==> config.mk <==
export PLATFORM = sky130hd
export DESIGN_NAME = stream_comparator
export DESIGN_NICKNAME = d
export VERILOG_FILES = /design/src/rtl/stream_comparator.sv
export SDC_FILE = /design/constraint.sdc
export NUM_CORES = 1
export LEC_CHECK = 0
export ABC_AREA = 1
export ABC_CLOCK_PERIOD_IN_PS = 4300
export CAP_MARGIN = 20
export CELL_PAD_IN_SITES_DETAIL_PLACEMENT = 1
export CELL_PAD_IN_SITES_GLOBAL_PLACEMENT = 1
export CORE_UTILIZATION = 40
export CTS_CLUSTER_SIZE = 8
export DETAILED_ROUTE_END_ITERATION = 8
export PLACE_DENSITY_LB_ADDON = 0.1
export SLEW_MARGIN = 15
export SYNTH_ARGS = -nofsm -noshare
export SYNTH_HDL_FRONTEND = slang
export SYNTH_SLANG_ARGS = --single-unit
==> constraint.sdc <==
create_clock -name clk -period 4.3 [get_ports clk]
set_clock_uncertainty 0.15 [all_clocks]
set_input_delay 0.43 -clock clk [delete_from_list [all_inputs] [get_ports clk]]
set_output_delay 0.43 -clock clk [all_outputs]
set_load 0.005 [all_outputs]
==> src/rtl/stream_comparator.sv <==
// stream_comparator
//   Compares two WIDTH-bit operands (unsigned or two's complement, chosen per
//   pair by signed_mode) behind a valid/ready handshake. The result is held
//   in a one-entry output register, so the block can accept a new pair every
//   cycle. Three saturating event counters track how many accepted pairs were
//   greater, lesser or equal.
//
// Ports
//   clk, rst_n          clock, asynchronous active-low reset
//   in_valid/in_ready   input handshake for a, b, signed_mode
//   a, b                operands (WIDTH bits)
//   signed_mode         1: two's complement compare, 0: unsigned compare
//   out_valid/out_ready output handshake for greater/lesser/equal
//   greater/lesser/equal one-hot result while out_valid=1, all 0 otherwise
//   clr                 synchronous clear of the event counters
//   gt_count/lt_count/eq_count  saturating event counters (CNT_W bits)
module stream_comparator #(
  parameter int unsigned WIDTH = 8,
  parameter int unsigned CNT_W = 16
) (
  input  logic             clk,
  input  logic             rst_n,
  input  logic             in_valid,
  output logic             in_ready,
  input  logic [WIDTH-1:0] a,
  input  logic [WIDTH-1:0] b,
  input  logic             signed_mode,
  output logic             out_valid,
  input  logic             out_ready,
  output logic             greater,
  output logic             lesser,
  output logic             equal,
  input  logic             clr,
  output logic [CNT_W-1:0] gt_count,
  output logic [CNT_W-1:0] lt_count,
  output logic [CNT_W-1:0] eq_count
);

  logic accept;
  logic cmp_gt;
  logic cmp_lt;
  logic cmp_eq;

  // The output register can take a new result when empty or being drained.
  assign in_ready = !out_valid || out_ready;
  assign accept   = in_valid && in_ready;

  always_comb begin
    cmp_eq = (a == b);
    cmp_gt = 1'b0;
    cmp_lt = 1'b0;
    if (signed_mode) begin
      cmp_gt = $signed(a) > $signed(b);
      cmp_lt = $signed(a) < $signed(b);
    end else begin
      cmp_gt = a > b;
      cmp_lt = a < b;
    end
  end

  function automatic logic [CNT_W-1:0] sat_inc(input logic [CNT_W-1:0] v);
    if (v == '1) begin
      return v;
    end
    return v + CNT_W'(1);
  endfunction

  // Result register: load on accept, clear flags when drained without refill.
  always_ff @(posedge clk or negedge rst_n) begin
    if (!rst_n) begin
      out_valid <= 1'b0;
      greater   <= 1'b0;
      lesser    <= 1'b0;
      equal     <= 1'b0;
    end else if (accept) begin
      out_valid <= 1'b1;
      greater   <= cmp_gt;
      lesser    <= cmp_lt;
      equal     <= cmp_eq;
    end else if (out_ready) begin
      out_valid <= 1'b0;
      greater   <= 1'b0;
      lesser    <= 1'b0;
      equal     <= 1'b0;
    end
  end

  // Event counters: clr takes priority over a same-cycle accept.
  always_ff @(posedge clk or negedge rst_n) begin
    if (!rst_n) begin
      gt_count <= '0;
      lt_count <= '0;
      eq_count <= '0;
    end else if (clr) begin
      gt_count <= '0;
      lt_count <= '0;
      eq_count <= '0;
    end else if (accept) begin
      if (cmp_gt) gt_count <= sat_inc(gt_count);
      if (cmp_lt) lt_count <= sat_inc(lt_count);
      if (cmp_eq) eq_count <= sat_inc(eq_count);
    end
  end

endmodule

==> summary.txt <==
Status - finished, final reports clean
Initial DRC Count - 136
Critical-path maximum fanout - 17
Hold Vio Cnt, Final - 0
Synth Area per Inst - 7.209 sq um
Antenna diodes - 0
Pre-CTS setup slack - 1.343 ns
Yosys top cell by area - dfrtp_1
WP data arrival - 2.72 ns
Total track usage - 23.21%
RSZ-0062 raised after global routing - no
Sequential element share of the synthesized area - 37.06%
Most frequent cells in the layout - 157 x nand2_1, 73 x clkdlybuf4s50_1, 64 x nor2_1, 64 x nand3_1, 52 x dfrtp_1
Row cnt - 33
Area growth from synthesis to layout - 25.34%
Rel. slew slack - 33.08%
Cell area after synthesis - 3511 sq um
Sequential Power Share - 50.9%
Critical path class - in2reg
Register bit total from synthesis - 52
Die width - 95.69 microns
Sum of negative setup slack - 0 ns
Die area - 9156 sq um
Hold Crit Class - in2async
Worst slew pin tran - 1.003 ns
Detailed-route wire length - 9834 microns
Slew Limit Fails - 0
Ports - 75
CTS tree - yes
Vias in the first global route - 3,509
Gate power share - 15.2%
Sw frac - 26.91%
Ranking of synthesized cells by area - dfrtp_1 37%, nand2_1 17%, nand3_1 9.1%
Minimum clock period after layout - 2.623 ns
CTS resizes - 0
Share of the synthesized area in the top cell type - 37.06%
DRC - 0
Pre-antenna DRT Iters - 4
Clock Latency Late Sink - 0.31 ns
CTS sink cnt - 52
Global placement routability congestion - 0.8837
Most common cell after layout, fill and taps aside - nand2_1
Antenna violation net count after detailed routing - 0
Power Density - 230.8 nW/um^2
Post-CTS setup buffer count - 0
H-tree depth - 2
Setup violations, final - 0
Fin util - 52.76%
Clock share of power - 34.0%
P_int - 0.7422 mW
Gr ovfl total - 0
Placeable Area - 8341 sq um
Post-Syn Instances - 487
First-pass GRT wire length - 16,670 microns
Worst-path clk slew - 0.10 ns
Fraction of layout instances using a drive strength above 1 - 4.856%
Reg2reg path depth - 8
Netlist cell types - 33
Reg2reg start - lt_count[0]
Worst r2r dst - lt_count[7]
CP startpoint kind - input port
Nets@finish - 588
NetSw - 0.2732 mW
Net Count, Synth - 520
Max clock buf depth - 2
Initial Util - 42.09%
Pleak - 2.046 nW
Tcrit/Tclk final - 61.00%
Largest net degree at the start of global routing - 53
Via count - 3,408
Antenna violations before repair - 0
Die span in y - 95.69 microns
Vias per std cell - 5.156
Warnings from Yosys - 0
F_max - 381.2 MHz
Final worst slack - 1.677 ns
Port-buffer cells - 74
Post-cts hold buffer count - 0
Dpl hpwl - 7030 microns
Critical Path RT - 4.40 ns
Flop2flop setup slack - 1.94 ns
Root Driver - clkbuf_8
Peak supply drop - 0.1215 mV
WL per Instance - 14.88 microns
CTS buffer count - 5
Crit. Startpoint - b[7]
Critical path endpoint category - flop
MaxCap Viol Count - 0
==> cells by family (layout without fill, tap and decap cells) <==
family	count (synthesis)	in the layout	share of synthesized area, %
simple gates	330	330	42.12
flops	52	52	37.06
buf+inv	52	121	6.913
xor+xnor	33	33	8.232
fa+ha+maj	11	11	3.920
compound gates	9	9	1.747
==> synthesized netlist by cell type (all sizes together) <==
| cell | count |
|---|---|
| xor2 | 27 |
| xnor2 | 6 |
| inv | 36 |
| a211oi | 1 |
| clkbuf | 5 |
| dfrtp | 52 |
| ha | 11 |
| nand2 | 161 |
| nand4 | 7 |
| and3b | 1 |
| nor3b | 4 |
| nand3b | 10 |
| nor2 | 69 |
| and3 | 1 |
| a21oi | 5 |
| nand3 | 65 |
| buf | 11 |
| o21ai | 2 |
| nor3 | 10 |
| or2 | 2 |
| a21o | 1 |
==> worst max path at each step <==
stage                  endpoint  cells after the start
CTS                 lt_count[7]                     11
global route        lt_count[7]                     12
detailed placement  lt_count[7]                     11
floorplan           gt_count[9]                     10
finish              lt_count[7]                     11
global placement    lt_count[4]                     11
==> power by group through the flow <==
stage	clock (mW)	combinational, mW	sequential, mW
floorplan	0	0.0812	0.525
global placement	0	0.152	0.525
detailed placement	0	0.157	0.526
CTS	0.359	0.158	0.517
global route	0.372	0.174	0.519
finish	0.345	0.154	0.516
==> flip-flops by register name (all words and copies together), names as in the netlist <==
register   count
gt_count      16
lt_count      16
eq_count      16
greater        1
equal          1
out_valid      1
lesser         1
==> worst max-delay path, stage by stage <==
cell	delay (ns)
clkdlybuf4s50_1	0.46
inv_1	0.04
ha_1	0.29
a21o_1	0.19
nor2_1	0.13
nand2_1	0.07
nand2_1	0.08
nand4_2	0.37
nand2_2	0.45
nand2_1	0.11
nand2_1	0.09
==> area by class of cell <==
class,count,area (sq um)
well taps,105,131.4
flip-flops and latches,52,1301
multi-input cells,383,1967
clock buffers,6,72.57
fillers,1070,3940
clock inverters,2,35.03
repair buffers,77,758.2
inverters,36,135.1
==> through the flow <==
| step | area (sq um) | std cells | power, mW | hold WS [ns] |
|---|---|---|---|---|
| after floorplan | 3511 | 487 | 0.6059 | -0.01559 |
| after global placement | 4293 | 653 | 0.6774 | 0.3491 |
| after detailed placement | 4293 | 653 | 0.6828 | 0.3590 |
| after CTS | 4400 | 661 | 1.034 | 0.1255 |
| after global routing | 4400 | 661 | 1.066 | 0.1658 |
| final | 4400 | 661 | 1.015 | 0.08697 |
==> metal layers <==
metal / track usage (%) / vias up / share of wire, %
met5: 0 / - / 0
met4: 4.353 / 0 / 0.65
met2: 42.98 / 49 / 52
met1: 28.78 / 1675 / 44
met3: 2.951 / 4 / 2.7
li1: - / 1680 / -
No activity file was read; power rests on OpenSTA's default activity.
